===== src/rtl/bcd_serial_adder.sv =====
// rtl/bcd_serial_adder.sv - digit-serial packed-BCD adder, LSD first; optional BCD_SERIAL_INVALID_CHECK_EN
module bcd_serial_adder #(
    parameter int DIGITS = 4
) (
    input  logic                  clk,
    input  logic                  rst_n,
    input  logic                  start,
    input  logic [4*DIGITS-1:0]   a,
    input  logic [4*DIGITS-1:0]   b,
    input  logic                  cin,
    output logic                  busy,
    output logic                  done,
    output logic [4*DIGITS-1:0]   sum,
    output logic                  cout,
    output logic                  invalid
);

    localparam int W  = 4 * DIGITS;
    localparam int IW = (DIGITS > 1) ? $clog2(DIGITS) : 1;

    typedef enum logic [1:0] {
        S_IDLE = 2'd0,
        S_ADD  = 2'd1,
        S_DONE = 2'd2
    } state_t;

    state_t          state_q, state_d;
    logic [W-1:0]    a_q, a_d;
    logic [W-1:0]    b_q, b_d;
    logic [W-1:0]    sum_q, sum_d;
    logic            carry_q, carry_d;
    logic            cout_q, cout_d;
    logic [IW-1:0]   idx_q, idx_d;

    logic [4:0]      raw;
    logic [3:0]      digit;
    logic            carry_next;
    logic            last_digit;
    logic            accept;

    assign accept     = (state_q == S_IDLE) && start;
    assign last_digit = (idx_q == IW'(DIGITS - 1));

    // Single-digit BCD slice: binary add, then +6 wrap when the sum leaves 0..9.
    // The low nibble of raw+6 equals raw[3:0]+6 mod 16, so the adjust stays 4 bits.
    always_comb begin
        raw        = 5'(a_q[3:0]) + 5'(b_q[3:0]) + 5'(carry_q);
        digit      = raw[3:0];
        carry_next = 1'b0;
        if (raw > 5'd9) begin
            digit      = raw[3:0] + 4'd6;
            carry_next = 1'b1;
        end
    end

    // Sequencer: latch operands on start, walk the digits, then pulse done.
    always_comb begin
        state_d = state_q;
        a_d     = a_q;
        b_d     = b_q;
        sum_d   = sum_q;
        carry_d = carry_q;
        cout_d  = cout_q;
        idx_d   = idx_q;
        case (state_q)
            S_IDLE: begin
                if (start) begin
                    a_d     = a;
                    b_d     = b;
                    carry_d = cin;
                    sum_d   = '0;
                    idx_d   = '0;
                    state_d = S_ADD;
                end
            end
            S_ADD: begin
                // Operands shift so the slice always sees the current digit in [3:0].
                a_d     = a_q >> 4;
                b_d     = b_q >> 4;
                carry_d = carry_next;
                for (int i = 0; i < DIGITS; i++) begin
                    if (idx_q == IW'(i)) begin
                        sum_d[i*4 +: 4] = digit;
                    end
                end
                idx_d = idx_q + IW'(1);
                if (last_digit) begin
                    cout_d  = carry_next;
                    idx_d   = '0;
                    state_d = S_DONE;
                end
            end
            S_DONE: begin
                state_d = S_IDLE;
            end
            default: begin
                state_d = S_IDLE;
            end
        endcase
    end

    // State and datapath registers; reset aborts any operation in flight.
    always_ff @(posedge clk or negedge rst_n) begin
        if (!rst_n) begin
            state_q <= S_IDLE;
            a_q     <= '0;
            b_q     <= '0;
            sum_q   <= '0;
            carry_q <= 1'b0;
            cout_q  <= 1'b0;
            idx_q   <= '0;
        end else begin
            state_q <= state_d;
            a_q     <= a_d;
            b_q     <= b_d;
            sum_q   <= sum_d;
            carry_q <= carry_d;
            cout_q  <= cout_d;
            idx_q   <= idx_d;
        end
    end

    assign busy = (state_q == S_ADD);
    assign done = (state_q == S_DONE);
    assign sum  = sum_q;
    assign cout = cout_q;

`ifdef BCD_SERIAL_INVALID_CHECK_EN
    logic invalid_q, invalid_d;

    // Sticky flag: cleared on acceptance, set by any non-decimal operand digit.
    always_comb begin
        invalid_d = invalid_q;
        if (accept) begin
            invalid_d = 1'b0;
        end else if ((state_q == S_ADD) && ((a_q[3:0] > 4'd9) || (b_q[3:0] > 4'd9))) begin
            invalid_d = 1'b1;
        end
    end

    // Flag register.
    always_ff @(posedge clk or negedge rst_n) begin
        if (!rst_n) begin
            invalid_q <= 1'b0;
        end else begin
            invalid_q <= invalid_d;
        end
    end

    assign invalid = invalid_q;
`else
    assign invalid = 1'b0;
`endif

endmodule

===== config.mk =====
export PLATFORM = sky130hd
export DESIGN_NAME = bcd_serial_adder
export DESIGN_NICKNAME = d
export VERILOG_FILES = /design/src/rtl/bcd_serial_adder.sv
export SDC_FILE = /design/constraint.sdc
export NUM_CORES = 1
export LEC_CHECK = 0
export ABC_AREA = 1
export CORE_MARGIN = 1.5
export CORE_UTILIZATION = 40
export DETAILED_ROUTE_END_ITERATION = 8
export GPL_TIMING_DRIVEN = 1
export PLACE_DENSITY_LB_ADDON = 0.3
export RECOVER_POWER = 25
export SLEW_MARGIN = 25
export SYNTH_ARGS = -nofsm -noshare
export SYNTH_HDL_FRONTEND = slang
export SYNTH_SLANG_ARGS = --single-unit

===== constraint.sdc =====
create_clock -name clk -period 4.37 [get_ports clk]
set_input_delay 0.874 -clock clk [delete_from_list [all_inputs] [get_ports clk]]
set_output_delay 0.874 -clock clk [all_outputs]
set_load 0.005 [all_outputs]

After elaboration in Yosys (flattened, before gate mapping)
Index checks and enable logic that the tools add are counted.
{"block": "word_totals", "reg_bits": 54, "rom_bits": 0, "latchBits": 0, "output_inout_bits": 20, "in_bits": 36, "mem_count": 0, "ram_bits": 0}
{"block": "op_classes", "order_cmp": 1, "n_shift": 0, "bitwise": 0, "n_mux": 20, "n_reduce_logical": 10, "n_eq_ne": 10, "n_div": 0, "n_mul": 0, "addsub": 4}
{"cell": "$pmux 16 s2", "count": 3}
{"cell": "$mux 16", "count": 3}
{"cell": "$mux 4", "count": 5}
{"cell": "$reduce_and 3->1", "count": 4}
{"cell": "$mux 2", "count": 4}
{"cell": "$ne 2x1->1 const B", "count": 4}
{"cell": "$pmux 2 s2", "count": 2}
{"cell": "$eq 2x2->1 const B", "count": 3}
{"cell": "$reduce_and 2->1", "count": 3}
{"cell": "$add 4x4->5", "count": 1}
{"cell": "$add 5x1->5", "count": 1}
{"cell": "$gt 5x4->1 const B", "count": 1}
{"cell": "$add 4x3->4 const B", "count": 1}
{"cell": "$eq 2x1->1 const B", "count": 2}
{"cell": "$logic_not 2->1", "count": 2}
{"cell": "$add 2x1->2 const B", "count": 1}
{"cell": "$mux 1", "count": 2}
{"cell": "$ne 2x2->1 const B", "count": 1}
{"cell": "$pmux 1 s2", "count": 1}
{"cell": "$reduce_bool 2->1", "count": 1}

Depth between registers and ports, before layout
{"block": "depth", "ltp_word": 6, "depth_mapped": 14, "depth_no_buf": 14}

Least setup slack after synthesis
Ideal clock, no wire load.
{"block": "synth_path", "path_type": "register -> register", "from": "register a_q[0]", "to": "register sum_q[11] (netlist: sum[11])", "stages_incl_launch_ff": 13, "path_buffers": 0, "slack_ns": 2.003, "t_arrival_ns": 2.250, "path_cell_list": "dfrtp_1 > fa_1 > fa_1 > inv_1 > ha_1 > inv_1 > nor2_1 > a21oi_1 > nand2_1 > nand2_1 > nand3_1 > nand3_1 > nand2_1"}
{"block": "synth_between", "elab_chain_cells": 6, "elab_cells_between_ends": 7, "cone_classes": "add/sub (3); order compare (1); mux (3)"}
{"item": "start: declaration", "line_no": "28", "rtl": "logic [W-1:0] a_q, a_d;"}
{"item": "start signal: assignment", "line_no": "106", "rtl": "a_q <= '0;"}
{"item": "start signal: assignment", "line_no": "114", "rtl": "a_q <= a_d;"}
{"item": "$add 4x4->5 (*)", "line_no": "47", "rtl": "raw = 5'(a_q[3:0]) + 5'(b_q[3:0]) + 5'(carry_q);"}
{"item": "$add 5x1->5 (*)", "line_no": "47"}
{"item": "$add 4x3->4 / $gt 5x4->1 (equally long branches)", "line_no": "51, 50"}
{"item": "$mux 4 (*)", "line_no": "50", "rtl": "if (raw > 5'd9) begin"}
{"item": "$mux 4 (*)", "line_no": "82", "rtl": "if (idx_q == IW'(i)) begin"}
{"item": "$pmux 16 s2 (*)", "line_no": "65", "rtl": "case (state_q)"}
{"item": "end signal: assignment", "line_no": "116", "rtl": "sum_q <= sum_d;"}
{"item": "end: declaration", "line_no": "30", "rtl": "logic [W-1:0] sum_q, sum_d;"}
Every way passes the cells marked *; elsewhere a longest branch is shown, timed or not. The select of a mux whose other input is x is not followed.
A chain may end at the register's enable or synchronous reset.

Worst setup path in the final report
{"block": "layout_path", "from": "register state_q[0]", "to": "output busy"}
{"block": "layout_between", "elab_chain_cells": 1}
{"item": "start: declaration", "line_no": "27", "rtl": "state_t state_q, state_d;"}
{"item": "start signal: assignment", "line_no": "113", "rtl": "state_q <= state_d;"}
{"item": "$eq 2x1->1", "line_no": "123", "rtl": "assign busy = (state_q == S_ADD);"}
{"item": "end: declaration", "line_no": "11", "rtl": "output logic busy,"}
No other way between the ends.

==> metrics.yaml <==
outcome: "finished clean"
switchingPower_uw: 1270
slew_headroom_pct: 55.8
tightest_slew_ps: 662
grt_use_total_pct: 17.7
grt_pass1_wl_mm: 10.1
worstPathRequired_ps: 3500
area_growth_pct: 24.8
synth_area_leader_cell: "dfrtp_1"
start_util_pct: 41.5
cap_viol_max_count: 0
synthDistinctLibCells: 27
num_vias: 2153
cts_tree: "built"
hold_viol: 0
cts_hold_buf: 0
r2r-start: "a_q[0]"
holdPathStages: 2
startpoint_type: "flip-flop"
num_antenna_cells: 0
finalSetupViolCount: 0
synth_area_sq_mm: 0.00263
yosys-top-cells-area: "dfrtp_1 51%, nand2_1 9.0%, inv_1 5.8%"
core_sq_mm: 0.00635
synth_async_sr_flop_share_pct: 100
seqPwrFrac_pct: 32.1
numCtsBuffers: 5
hp-start: "sum[10]"
die_h_um: 84.1
fin_crit_sh_pct: 65.8
worst_hold_path_type: "reg2reg"
vias_per_cell: 5.14
min_period_ps: 2870
max_freq_mhz: 348
clock-sinks: 54
initialDrtViolationCount: 129
synth_edf_count: 0
num-nets-final: 387
cp-end-kind: "output pin"
fillers: 583
rsz0062_at_grt: "false"
gr-total-overflow: 0
p_leak_uw: 0.00155
total_power_uw: 2730
ys.flop_type: "dfrtp_1"
critPathMaxFanout: 57
syn_inst: 291
setup_slack_ps: 1500
drive_gt1_share_pct: 6.14
rrSetupSlack_ps: 1670
ioPinCount: 56
reg2reg_to: "sum[7]"
p_clk_share_pct: 10.6
worstSetupPathType: "reg2out"
first_pass_iters: 4
die_area_sq_mm: 0.00708
clkSlewWorstSetupHoldPaths_ps: 90
portBuffers: 54
slew_viol_final: 0
yosysWarnings: 0
place_hpwl_mm: 4.26
rows: 29
combPwrFrac_pct: 57.3
synth-seq-cells: 54
synth_fp_nets: 337
ys_seq_area_share_pct: 51.3
syn_area_per_cell_sq_um: 9.05
power_density_mw_per_mm2: 832
ant_nets: 0
place_congestion: 0.798
drc_errors: 0
ir_worst_vdd_mv: 0.525
crit_start: "state_q[0]"
grt_max_degree: 58
hold_end: "sum[10]"
wire_per_inst_um: 14.2
cts_resized: 0
setup_tns_ps: 0
fin_skew_ps: 10.1
cts-root-buf: "clkbuf_8"
clockBufferDepth: 2
synthDominantCellAreaShare_pct: 51.3
clk-insertion-delay-late_ps: 310
h-tree-depth: 2
antenna_found_initial: 0
cts_setup_buffers: 0
final_area_sq_mm: 0.00329
pre_cts_slack_ps: 1510
placed_area_sq_mm: 0.00319
grt_pass1_vias: 2170
p_int_uw: 1470
die_x_um: 84.1
wl_mm: 5.95
cp.arrival_ps: 2000
fin_util_pct: 51.8
netSwitchingFraction_pct: 46.3
r2r_cells: 12
==> worst max-delay path by stage <==
stage,end,slack (ps),cells past startpoint
2_1_floorplan,sum[11],2000,12
3_3_place_gp,a_q[1],1590,7
3_5_place_dp,a_q[0],1510,7
4_1_cts,busy,1490,4
5_1_grt,busy,1360,4
6_report,busy,1500,4
==> cells in the final DEF, fill, tap and decap left out, types with 2 or more instances in the layout <==
master and count:
clkbuf_8 6, fa_1 2, nor3_1 23, dfrtp_1 54
nor2_4 3, ha_1 8, nand4_1 8, nor2_2 2
o21ai_1 8, clkdlybuf4s50_1 53, nor2_1 13, nand3_1 13
a21oi_1 7, buf_4 2, o21ai_0 3, a221oi_1 14
o22ai_1 9, nand2_1 63, inv_1 41
==> per-stage QoR <==
step | instances | hold slack [ps]
after floorplan | 291 | 467
after global placement | 411 | 469
after detailed placement | 411 | 465
after CTS | 419 | 493
after global routing | 419 | 516
final | 419 | 490
==> power groups by stage <==
stage                     logic, uW  registers, uW  clock network (uW)
after floorplan                1160            853                   0
after global placement         1510            884                   0
after detailed placement       1560            888                   0
final                          1570            878                 289
after global routing           1780            905                 320
after CTS                      1560            880                 297
==> sequential cells by signal, indices dropped and copies added (netlist names) <==
signal / count
state_q: 2
carry_q: 1
cout: 1
b_q: 16
idx_q: 2
sum: 16
a_q: 16
==> final cells by class <==
class                           instances  area, sq um  area share [%]
Sequential cell                        54         1350            41.1
Inverter                               42          158            4.80
Timing Repair Buffer                   56          551            16.7
Tap cell                               77         96.3            2.93
Multi-Input combinational cell        182         1040            31.5
Clock buffer                            6         82.6            2.51
Clock inverter                          2         12.5           0.381
==> layer usage <==
| metal | GRT usage (%) | vias to the layer above | part of all wire, % | routed length (um) |
|---|---|---|---|---|
| met1 | 23.6 | 1023 | 45 | 2700 |
| met2 | 29.0 | 57 | 48 | 2870 |
| li1 | - | 1063 | - | - |
| met3 | 3.83 | 10 | 4.6 | 275 |
| met5 | 0 | - | 0 | 0 |
| met4 | 5.51 | 0 | 1.7 | 104 |
==> Yosys cell counts (3+ instances only) <==
cell      instances
ha_1              8
buf_4             3
o21ai_1           8
nand4_1           8
nor2_1           13
nor3_1           23
nand3_1          13
dfrtp_1          54
buf_6             3
o22ai_1           9
o21ai_0           3
a21oi_1           7
nor2_4            3
inv_1            41
buf_2             5
a221oi_1         14
nand2_1          63
==> cell families after synthesis <==
family | Yosys count | share of synthesized area [%]
other | 1 | 0.142
AND/OR/NAND/NOR | 127 | 22.3
adder cells (fa/ha/maj) | 10 | 5.32
flip-flops | 54 | 51.3
AO/OA/AOI/OAI | 43 | 11.1
buffers and inverters | 55 | 9.36
multiplexers | 1 | 0.428
==> worst max-delay path, cell delays in order (launching register included) <==
cell and delay (ps):
dfrtp_1 430, inv_1 90, nor2_4 70, buf_4 490
clkdlybuf4s50_1 610
Note: power is estimated with default switching activity, not from simulation.
